`src/rtl/riscv_csrbus_pkg.sv`:
```
// Shared CSR bus definitions: field widths, funct3 encodings, FSM state codes,
// the registered command payload and the access-classification helpers.
package riscv_csrbus_pkg;

  localparam int unsigned CSR_W = 12;
  localparam int unsigned F3_W  = 3;
  localparam int unsigned RS1_W = 5;

  // Zicsr funct3 encodings; 000 and 100 are not CSR accesses.
  localparam logic [F3_W-1:0] CSRRW  = 3'b001;
  localparam logic [F3_W-1:0] CSRRS  = 3'b010;
  localparam logic [F3_W-1:0] CSRRC  = 3'b011;
  localparam logic [F3_W-1:0] CSRRWI = 3'b101;
  localparam logic [F3_W-1:0] CSRRSI = 3'b110;
  localparam logic [F3_W-1:0] CSRRCI = 3'b111;

  // FSM state codes.
  localparam int unsigned ST_W = 2;
  localparam logic [ST_W-1:0] ST_IDLE = 2'd0;
  localparam logic [ST_W-1:0] ST_FWD  = 2'd1;
  localparam logic [ST_W-1:0] ST_RESP = 2'd2;

  // Registered request header, broadcast to every target.
  typedef struct packed {
    logic [F3_W-1:0]  funct3;
    logic [CSR_W-1:0] csr;
    logic [RS1_W-1:0] rs1;
  } csr_cmd_t;

  // Set/clear forms only modify the CSR when rs1 (or uimm) is non-zero.
  function automatic logic is_write(input logic [F3_W-1:0] funct3, input logic [RS1_W-1:0] rs1);
    logic wr;
    wr = 1'b0;
    case (funct3)
      CSRRW, CSRRWI:                wr = 1'b1;
      CSRRS, CSRRC, CSRRSI, CSRRCI: wr = (rs1 != RS1_W'(0));
      default:                      wr = 1'b0;
    endcase
    return wr;
  endfunction

  // csr[11:10] == 2'b11 marks the read-only CSR space.
  function automatic logic is_ro(input logic [CSR_W-1:0] csr);
    return (csr[11:10] == 2'b11);
  endfunction

  function automatic logic is_legal(input logic [F3_W-1:0] funct3);
    return (funct3[1:0] != 2'b00);
  endfunction

endpackage

```
`src/rtl/riscv_csrbus_decoder.sv`:
```
// CSR address decoder: compares csr against per-channel BASE/MASK pairs.
// Ports:
//   csr    - CSR address to decode
//   hit    - one bit per channel whose (csr & MASK) == BASE
//   sel    - index of the lowest hitting channel (0 when nothing hits)
//   no_hit - no channel claims csr
module riscv_csrbus_decoder
  import riscv_csrbus_pkg::*;
#(
  parameter int unsigned CHANNELS = 2,
  parameter logic [CHANNELS-1:0][CSR_W-1:0] BASE = {12'hB00, 12'h300},
  parameter logic [CHANNELS-1:0][CSR_W-1:0] MASK = {12'hF00, 12'hF00},
  localparam int unsigned SEL_W = (CHANNELS > 1) ? $clog2(CHANNELS) : 1
) (
  input  logic [CSR_W-1:0]    csr,
  output logic [CHANNELS-1:0] hit,
  output logic [SEL_W-1:0]    sel,
  output logic                no_hit
);

  // Priority encode from the top down so the lowest index is written last.
  always_comb begin
    hit = '0;
    sel = '0;
    for (int i = 0; i < int'(CHANNELS); i++) begin
      hit[i] = ((csr & MASK[i]) == BASE[i]);
    end
    for (int i = int'(CHANNELS) - 1; i >= 0; i--) begin
      if (hit[i]) sel = SEL_W'(i);
    end
    no_hit = ~|hit;
  end

endmodule

```
`src/rtl/riscv_csrbus_demux.sv`:
```
// Routes one CSR request from the core to one of CHANNELS CSR targets by
// address decode, and answers unmapped, illegal, read-only-write and
// timed-out accesses with an error response.
// Ports:
//   i_clk, i_rst_n                 - clock, synchronous active-low reset
//   up_valid/funct3/csr/rs1/rs1_value - request from the core (held until ready)
//   up_ready/rd_value/error        - one-cycle response pulse to the core
//   dn_valid[CHANNELS]             - per-target request valid (one-hot)
//   dn_funct3/csr/rs1/rs1_value    - registered request payload, broadcast
//   dn_ready/rd_value/error[CHANNELS] - per-target response
module riscv_csrbus_demux
  import riscv_csrbus_pkg::*;
#(
  parameter int unsigned XLEN     = 32,
  parameter int unsigned CHANNELS = 2,
  parameter logic [CHANNELS-1:0][CSR_W-1:0] BASE = {12'hB00, 12'h300},
  parameter logic [CHANNELS-1:0][CSR_W-1:0] MASK = {12'hF00, 12'hF00},
  parameter int unsigned TIMEOUT  = 16,
  parameter bit          RO_CHECK = 1'b1
) (
  input  logic                           i_clk,
  input  logic                           i_rst_n,
  input  logic                           up_valid,
  input  logic [F3_W-1:0]                up_funct3,
  input  logic [CSR_W-1:0]               up_csr,
  input  logic [RS1_W-1:0]               up_rs1,
  input  logic [XLEN-1:0]                up_rs1_value,
  output logic                           up_ready,
  output logic [XLEN-1:0]                up_rd_value,
  output logic                           up_error,
  output logic [CHANNELS-1:0]            dn_valid,
  output logic [F3_W-1:0]                dn_funct3,
  output logic [CSR_W-1:0]               dn_csr,
  output logic [RS1_W-1:0]               dn_rs1,
  output logic [XLEN-1:0]                dn_rs1_value,
  input  logic [CHANNELS-1:0]            dn_ready,
  input  logic [CHANNELS-1:0][XLEN-1:0]  dn_rd_value,
  input  logic [CHANNELS-1:0]            dn_error
);

  localparam int unsigned SEL_W = (CHANNELS > 1) ? $clog2(CHANNELS) : 1;
  localparam int unsigned TMR_W = (TIMEOUT > 1) ? $clog2(TIMEOUT) : 1;

  logic [ST_W-1:0]     state_q, state_d;
  logic [SEL_W-1:0]    sel_q, sel_d;
  logic [TMR_W-1:0]    timer_q, timer_d;
  csr_cmd_t            cmd_q, cmd_d;
  logic [XLEN-1:0]     rs1_value_q, rs1_value_d;
  logic [CHANNELS-1:0] dn_valid_d;
  logic                up_ready_d;
  logic [XLEN-1:0]     up_rd_value_d;
  logic                up_error_d;

  logic [CHANNELS-1:0] dec_hit;
  logic [SEL_W-1:0]    dec_sel;
  logic                dec_no_hit;
  logic                reject_c;
  logic                timeout_c;

  // Decode straight off the incoming address so IDLE can route in one cycle.
  riscv_csrbus_decoder #(
    .CHANNELS (CHANNELS),
    .BASE     (BASE),
    .MASK     (MASK)
  ) u_decoder (
    .csr    (up_csr),
    .hit    (dec_hit),
    .sel    (dec_sel),
    .no_hit (dec_no_hit)
  );

  assign reject_c = dec_no_hit
                  || !is_legal(up_funct3)
                  || (RO_CHECK && is_ro(up_csr) && is_write(up_funct3, up_rs1));

  assign timeout_c = (TIMEOUT != 0) && (timer_q == TMR_W'(TIMEOUT - 1));

  assign dn_funct3    = cmd_q.funct3;
  assign dn_csr       = cmd_q.csr;
  assign dn_rs1       = cmd_q.rs1;
  assign dn_rs1_value = rs1_value_q;

  // Next-state and next-output logic; response fields are zero unless entering RESP.
  always_comb begin
    state_d       = state_q;
    sel_d         = sel_q;
    timer_d       = timer_q;
    cmd_d         = cmd_q;
    rs1_value_d   = rs1_value_q;
    dn_valid_d    = dn_valid;
    up_ready_d    = 1'b0;
    up_rd_value_d = '0;
    up_error_d    = 1'b0;

    case (state_q)
      ST_IDLE: begin
        if (up_valid) begin
          cmd_d.funct3 = up_funct3;
          cmd_d.csr    = up_csr;
          cmd_d.rs1    = up_rs1;
          rs1_value_d  = up_rs1_value;
          if (reject_c) begin
            state_d    = ST_RESP;
            up_ready_d = 1'b1;
            up_error_d = 1'b1;
          end else begin
            state_d    = ST_FWD;
            sel_d      = dec_sel;
            timer_d    = '0;
            dn_valid_d = CHANNELS'(1) << dec_sel;
          end
        end
      end

      ST_FWD: begin
        timer_d = timer_q + TMR_W'(1);
        // A ready on the final timeout cycle still completes normally.
        if (dn_ready[sel_q]) begin
          state_d       = ST_RESP;
          dn_valid_d    = '0;
          up_ready_d    = 1'b1;
          up_rd_value_d = dn_rd_value[sel_q];
          up_error_d    = dn_error[sel_q];
        end else if (timeout_c) begin
          state_d    = ST_RESP;
          dn_valid_d = '0;
          up_ready_d = 1'b1;
          up_error_d = 1'b1;
        end
      end

      ST_RESP: begin
        state_d = ST_IDLE;
      end

      default: begin
        state_d    = ST_IDLE;
        dn_valid_d = '0;
      end
    endcase
  end

  // State and output registers.
  always_ff @(posedge i_clk) begin
    if (!i_rst_n) begin
      state_q     <= ST_IDLE;
      sel_q       <= '0;
      timer_q     <= '0;
      cmd_q       <= '0;
      rs1_value_q <= '0;
      dn_valid    <= '0;
      up_ready    <= 1'b0;
      up_rd_value <= '0;
      up_error    <= 1'b0;
    end else begin
      state_q     <= state_d;
      sel_q       <= sel_d;
      timer_q     <= timer_d;
      cmd_q       <= cmd_d;
      rs1_value_q <= rs1_value_d;
      dn_valid    <= dn_valid_d;
      up_ready    <= up_ready_d;
      up_rd_value <= up_rd_value_d;
      up_error    <= up_error_d;
    end
  end

endmodule

```
`config.mk`:
```
export PLATFORM = sky130hd
export DESIGN_NAME = riscv_csrbus_demux
export DESIGN_NICKNAME = d
export VERILOG_FILES = /design/src/rtl/riscv_csrbus_pkg.sv /design/src/rtl/riscv_csrbus_decoder.sv /design/src/rtl/riscv_csrbus_demux.sv
export SDC_FILE = /design/constraint.sdc
export NUM_CORES = 1
export LEC_CHECK = 0
export ABC_AREA = 1
export CAP_MARGIN = 15
export CORE_ASPECT_RATIO = 0.5
export CORE_MARGIN = 4
export CORE_UTILIZATION = 40
export CTS_CLUSTER_SIZE = 20
export DETAILED_ROUTE_END_ITERATION = 12
export PLACE_DENSITY = 0.95
export SETUP_SLACK_MARGIN = 0.05
export SLEW_MARGIN = 20
export SYNTH_ARGS = -nofsm -noshare
export SYNTH_HDL_FRONTEND = slang
export SYNTH_SLANG_ARGS = --single-unit
```
`constraint.sdc`:
```
create_clock -name i_clk -period 2.5 [get_ports i_clk]
set_input_delay 0.25 -clock i_clk [delete_from_list [all_inputs] [get_ports i_clk]]
set_output_delay 0.25 -clock i_clk [all_outputs]
set_load 0.05 [all_outputs]
```
==> flow_summary_export.csv, run 1 <==
group,metric,value,unit
outcome,status,"completed",
die,fp.dieH,73.72,µm
yosys,yosysSeqAreaShare,0.5505,
setup_path,criticalPathCategory,"flop to flop",
clocking,clkSlewWorstSetupHoldPaths,60,ps
power_and_ir_drop,p_comb_frac,0.210,
setup_path,r2r-end,"up_rd_value[12]$_SDFF_PN0_",
sta,max_freq,561.2,MHz
clocking,cts_root_buf,"clkbuf_16",
yosys,synth_nets,576,
global_routing,antenna_found_initial,0,
global_routing,met3_usage,0.06437,
global_routing,grt_use_total,0.2053,
finish,finalNetCount,779,
detailed_routing,antenna_left,0,
global_routing,grt-ovfl-total,0,
detailed_routing,drt_wl_total,11.02,mm
sta,fin_crit_sh,0.7128,
die,row_count,23,
yosys,netlist.area_leader.share,0.5505,
detailed_routing,wire_per_inst,14.28,µm
placed_design,dp_hpwl,8.276,mm
setup_path,crit_path_end,"up_rd_value[12]$_SDFF_PN0_",
power_and_ir_drop,p_seq_frac,0.407,
global_routing,top_usage_layer,"met2",
power_and_ir_drop,p_int,2.960,mW
power_and_ir_drop,p_per_area,671.0,nW/µm²
yosys,syn_area,3455,µm²
sta,finalSetupViolCount,0,
worst_hold_path,holdCritPathClass,"flop to flop",
finish,num_antenna_cells,0,
die,ios,211,
clocking,cts_hold_buf,0,
clocking,cts_buffers,9,
yosys,syn_inst,452,
setup_path,critPathCaptureType,"flop",
die,die_w,139.4,µm
global_routing,use_met1,0.2053,
clocking,post_cts_buffers,0,
placed_design,pre_cts_slack,606.7,ps
sta,worst_slack,718.1,ps
setup_path,cp-start-kind,"flop",
finish,fill_cells,605,
sta,grt_setup_unrepaired,"false",
sta,final-max-slew-violation-count,0,
finish,final_common_cell,"clkdlybuf4s50_1",
setup_path,ff2ff_path_depth,7,
yosys,syn_avg_cell_area,7.643,µm²
setup_path,regToRegSetupSlack,720,ps
yosys,synth_warnings,0,
die,start_util,0.4212,
power_and_ir_drop,peakVddDrop,368.5,µV
setup_path,crit_arrival,2010,ps
finish,final_cell_mix,"clkdlybuf4s50_1, nor2_1, dfxtp_1",
power_and_ir_drop,leakage,2.423,nW
run,timing.max_cap.violations,0,
yosys,ys_seq_elements,95,
die,dieArea,10280,µm²
clocking,cts_tree,"done",
detailed_routing,vias_per_cell,4.744,
power_and_ir_drop,pwr-share-clk,0.384,
setup_path,critPathLaunch,"sel_q$_SDFFE_PN0P_",
yosys,synth_cell_types,21,
finish,syn2layout_area_growth,73.20,%
yosys,synth.area.top_cells,"dfxtp_1, nor2_1, nand2_1",
clocking,clock-sinks,95,
sta,hold_viol_final,0,
detailed_routing,drt_iter0_markers,150,
clocking,clk_latency,330,ps
detailed_routing,drc,0,
power_and_ir_drop,switching_share,0.2627,
setup_path,critPathMaxFanout,32,
sta,hold_slack,477.5,ps
clocking,cts.repair.resized,0,
clocking,htreeDepth,3,
detailed_routing,firstDrtPassIters,4,
sta,slew_headroom,0.5646,
placed_design,port-buffer-count,210,
placed_design,place_congestion,0.8338,
sta,worst_pin_slew,652.4,ps
clocking,cts_buffer_depth,2,
sta,setup_tns,0,ps
power_and_ir_drop,switchingPower,1.055,mW
sta,finClkSkew,7.427,ps
finish,drive_above_1_share,0.04697,
detailed_routing,num_vias,3662,
sta,period_needed,1782,ps
setup_path,worst_ep_required_time,2730,ps
global_routing,first_global_vias,3572,
setup_path,r2r-start,"sel_q$_SDFFE_PN0P_",
yosys,yosys.area.top_type,"dfxtp_1",
global_routing,gr-usage-met2,0.4086,
die,core,8202,µm²
global_routing,grt_first_pass_wirelength,16.80,mm
global_routing,grt_max_degree,51,
-- power groups by stage --
stage	logic (mW)	registers, mW	clock network (mW)
detailed placement	0.841	1.67	0
CTS	0.845	1.63	1.58
floorplan	0.182	1.93	0
finish	0.842	1.63	1.54
global placement	0.827	1.66	0
global route	0.894	1.64	1.64
-- cells in the mapped netlist, drive strengths merged --
cell / count
clkinv: 1
ha: 1
inv: 16
buf: 11
nand3b: 1
nand4: 1
a211oi: 1
o21bai: 1
nand3: 11
dfxtp: 95
nand2: 87
o21ai: 54
a21oi: 42
clkbuf: 15
nor2: 113
or2: 2
-- metal layers --
layer  vias to the layer above  wire length (µm)  share of wire
met5                         -                 0              0
met4                         0               311          0.028
met3                        27               776          0.070
met2                       138              5887           0.53
met1                      1653              4047           0.37
li1                       1844                 -              -
-- area by class of cell --
class | instances | area (µm²) | area share
repair buffers | 218 | 2162 | 0.3614
flip-flops and latches | 95 | 1902 | 0.3179
multi-input cells | 314 | 1375 | 0.2298
clock buffers | 13 | 250.2 | 0.04182
well taps | 112 | 140.1 | 0.02342
clock inverters | 3 | 90.09 | 0.01506
inverters | 17 | 63.81 | 0.01066
-- worst min-delay path by stage --
| stage | start | to | cells after the start |
|---|---|---|---|
| final | dn_rs1_value[1]$_SDFFE_PN0P_ | dn_rs1_value[1]$_SDFFE_PN0P_ | 2 |
| after global routing | dn_rd_value[19] | up_rd_value[19]$_SDFF_PN0_ | 3 |
| after CTS | dn_rd_value[26] | up_rd_value[26]$_SDFF_PN0_ | 3 |
| after detailed placement | dn_rs1_value[1]$_SDFFE_PN0P_ | dn_rs1_value[1]$_SDFFE_PN0P_ | 2 |
| after global placement | dn_rs1_value[10]$_SDFFE_PN0P_ | dn_rs1_value[10]$_SDFFE_PN0P_ | 2 |
| after floorplan | dn_rd_value[18] | up_rd_value[18]$_SDFF_PN0_ | 2 |
-- cell families after synthesis --
| family | share of synthesized area |
|---|---|
| simple gates | 0.2496 |
| compound gates | 0.1449 |
| flops | 0.5505 |
| buf+inv | 0.05143 |
| fa+ha+maj | 0.003621 |
-- sequential cells by signal, summed over array words and instances, names as in the netlist --
register and count:
dn_csr 12, dn_funct3 3, dn_rs1 5, dn_rs1_value 32
dn_valid 2, sel_q 1, state_q 2, timer_q 4
up_error 1, up_rd_value 32, up_ready 1
-- per-stage QoR --
stage | utilization | power (mW) | std cells | cell area, µm²
4_1_cts | 0.7295 | 4.055 | 772 | 5983
2_1_floorplan | - | 2.114 | 452 | 3455
6_report | 0.7295 | 4.015 | 772 | 5983
3_5_place_dp | 0.6880 | 2.508 | 756 | 5643
3_3_place_gp | 0.6880 | 2.489 | 756 | 5643
5_1_grt | 0.7295 | 4.173 | 772 | 5983
-- critical path: stages (launching register included) --
cell and delay (ps):
dfxtp_1 320, buf_4 230, inv_2 50, nand2_1 50
nand2_1 70, inv_1 80, nand3_2 500, a21oi_1 360
No activity file was read; power rests on OpenSTA's default activity.
==> run 2, diff against run 1 <==
--- a/config.mk
+++ b/config.mk
@@ -9,10 +9,10 @@
 export CAP_MARGIN = 15
 export CORE_ASPECT_RATIO = 0.5
 export CORE_MARGIN = 4
-export CORE_UTILIZATION = 40
+export CORE_UTILIZATION = 33
 export CTS_CLUSTER_SIZE = 20
 export DETAILED_ROUTE_END_ITERATION = 12
-export PLACE_DENSITY = 0.95
+export PLACE_DENSITY = 0.87
 export SETUP_SLACK_MARGIN = 0.05
 export SLEW_MARGIN = 20
 export SYNTH_ARGS = -nofsm -noshare
==> constraint.sdc (replaced) <==
create_clock -name i_clk -period 1.5 [get_ports i_clk]
set_input_delay 0.15 -clock i_clk [delete_from_list [all_inputs] [get_ports i_clk]]
set_output_delay 0.15 -clock i_clk [all_outputs]
set_load 0.05 [all_outputs]
==> run 2 against run 1 <==
First-iteration DRC count up 7.3%. Cell count up 4.1%. Critical path type unchanged. Power up 64%. Clock skew about the same.
==> flow_summary_export.csv, run 2 (synthesis gave the netlist of run 1 again) <==
group,metric,value,unit
outcome,status,"completed",
finish,finalNetCount,783,
setup_path,cp-start-kind,"flop",
finish,utilization,0.5737,
die,ios,211,
detailed_routing,drc,0,
detailed_routing,vias_per_cell,4.493,
finish,syn2layout_area_growth,69.65,%
setup_path,ff2ff_path_depth,5,
die,die_w,152.7,µm
setup_path,r2r-start,"sel_q$_SDFFE_PN0P_",
die,core,10210,µm²
finish,seqCellArea,1902,µm²
power_and_ir_drop,p_comb_frac,0.207,
sta,hold_viol_final,0,
clocking,cts_buffers,9,
finish,multiInputGateArea,1375,µm²
power_and_ir_drop,p_per_area,1125,nW/µm²
sta,finClkSkew,7.121,ps
die,fp.dieH,80.35,µm
setup_path,cp_slowest_cell,"dfxtp_1",
global_routing,first_global_vias,3487,
power_and_ir_drop,switching_share,0.2752,
power_and_ir_drop,switchingPower,1.815,mW
setup_path,critPathLaunch,"sel_q$_SDFFE_PN0P_",
sta,fin_crit_sh,0.8794,
detailed_routing,drt_wl_total,10.67,mm
global_routing,grt-ovfl-total,0,
sta,slew_headroom,0.8064,
clocking,cts_tree,"done",
placed_design,dp_cells,788,
run,timing.max_cap.violations,0,
worst_hold_path,min_from,"dn_rd_value[9]",
die,row_count,26,
clocking,htreeDepth,3,
placed_design,port-buffer-count,210,
worst_hold_path,hold_end,"up_rd_value[9]$_SDFF_PN0_",
clocking,cts_root_buf,"clkbuf_16",
setup_path,regToRegSetupSlack,180,ps
setup_path,critPathMaxFanout,23,
sta,period_needed,1319,ps
worst_hold_path,whs_path_depth,3,
setup_path,crit_path_cell_trace,"buf_4 -> nor2_1 -> o21ai_0 -> nand3_1 -> a21oi_1",
power_and_ir_drop,p_int,4.779,mW
placed_design,place_congestion,0.7722,
finish,final_common_cell,"clkdlybuf4s50_1",
global_routing,grt_use_total,0.1641,
setup_path,cpPeakStageDelay,410,ps
setup_path,criticalPathCategory,"flop to flop",
detailed_routing,firstDrtPassIters,4,
clocking,clk_latency,330,ps
clocking,post_cts_buffers,0,
power_and_ir_drop,leakage,2.614,nW
finish,stdcell_count,804,
sta,worst_pin_slew,290.4,ps
die,start_util,0.3382,
clocking,clock-sinks,95,
power_and_ir_drop,peakVddDrop,586.1,µV
finish,num_antenna_cells,0,
detailed_routing,antenna_left,0,
sta,final-max-slew-violation-count,0,
clocking,clkSlewWorstSetupHoldPaths,60,ps
power_and_ir_drop,p_seq_frac,0.413,
setup_path,worst_ep_required_time,1740,ps
setup_path,crit_arrival,1560,ps
sta,finalSetupViolCount,0,
detailed_routing,num_vias,3612,
global_routing,grt_first_pass_wirelength,16.40,mm
global_routing,antenna_found_initial,0,
setup_path,r2r-end,"up_error$_SDFF_PN0_",
setup_path,critPathCaptureType,"flop",
sta,grt_setup_unrepaired,"true",
finish,fill_cells,908,
power_and_ir_drop,pwr-share-clk,0.380,
global_routing,grt_max_degree,56,
detailed_routing,wire_per_inst,13.27,µm
sta,max_freq,758.1,MHz
finish,drive_above_1_share,0.1898,
clocking,cts_buffer_depth,2,
worst_hold_path,holdCritPathClass,"input pin to flop",
detailed_routing,drt_iter0_markers,161,
die,dieArea,12270,µm²
finish,final_cell_mix,"clkdlybuf4s50_1, nor2_1, buf_4",
placed_design,dp_hpwl,8.090,mm
==> run 2: how the worst max path moves through the flow <==
stage                                to  slack (ps)  cells after the start
2_1_floorplan        sel_q$_SDFFE_PN0P_         360                      6
3_5_place_dp    timer_q[0]$_SDFFE_PN0P_         -70                      8
4_1_cts        dn_valid[1]$_SDFFE_PN0P_         160                      9
6_report            up_error$_SDFF_PN0_         180                      5
3_3_place_gp    timer_q[0]$_SDFFE_PN0P_         -10                      8
5_1_grt             up_error$_SDFF_PN0_          40                      5
==> run 2: area by class of cell <==
type | instances | share of cell area
multi-input combinational | 314 | 0.2346
inverter | 17 | 0.01089
timing repair buffer | 222 | 0.3435
sequential | 95 | 0.3245
clock buffer | 11 | 0.04313
clock inverter | 5 | 0.01345
tap | 140 | 0.02989
==> run 2: per-stage QoR <==
step | setup slack [ps] | hold WS (ps) | instance area, µm² | total power, mW | setup TNS (ps)
detailed placement | -67.60 | 473.4 | 5525 | 4.151 | -67.60
CTS | 163.0 | 357.4 | 5857 | 6.676 | 0
global route | 38.44 | 367.7 | 5861 | 6.862 | 0
global placement | -10.06 | 464.2 | 5525 | 4.124 | -10.06
finish | 180.9 | 370.2 | 5861 | 6.594 | 0
floorplan | 360.5 | 290.9 | 3455 | 3.523 | 0
==> run 2: critical path: cells and delay by family (launching register included) <==
family	cells	cell delay (ps)
DFF	1	410
AOI/OAI and AO/OA	2	350
buffers and inverters	1	310
and+or+nand+nor	2	170
==> run 2: routing by layer <==
metal | GRT usage | vias up | wire length, µm
li1 | - | 1854 | -
met1 | 0.1722 | 1639 | 4147
met2 | 0.3203 | 105 | 5792
met3 | 0.04898 | 14 | 587
met4 | 0.05067 | 0 | 140
met5 | 0 | - | 0
==> run 2: timing repair <==
action | 4_1_cts | 5_1_grt
hold buffers | 0 | 0
setup endpoints to repair | 0 | 2
endpoints found under the hold margin | 0 | 0
resized for setup | 0 | 1
==> run 2: power by group through the flow <==
stage	Combinational, mW	Clock (mW)	Sequential, mW
after floorplan	0.304	0	3.22
after global placement	1.35	0	2.77
after detailed placement	1.37	0	2.78
after CTS	1.37	2.58	2.72
after global routing	1.45	2.67	2.74
final	1.37	2.50	2.72
==> run 3, diff against run 2 <==
--- a/config.mk
+++ b/config.mk
@@ -6,7 +6,7 @@
 export NUM_CORES = 1
 export LEC_CHECK = 0
 export ABC_AREA = 1
-export CAP_MARGIN = 15
+export CAP_MARGIN = 20
 export CORE_ASPECT_RATIO = 0.5
 export CORE_MARGIN = 4
 export CORE_UTILIZATION = 33
==> results of run 3 <==
No change in the layout: final DEF, timing and power equal those of run 2.
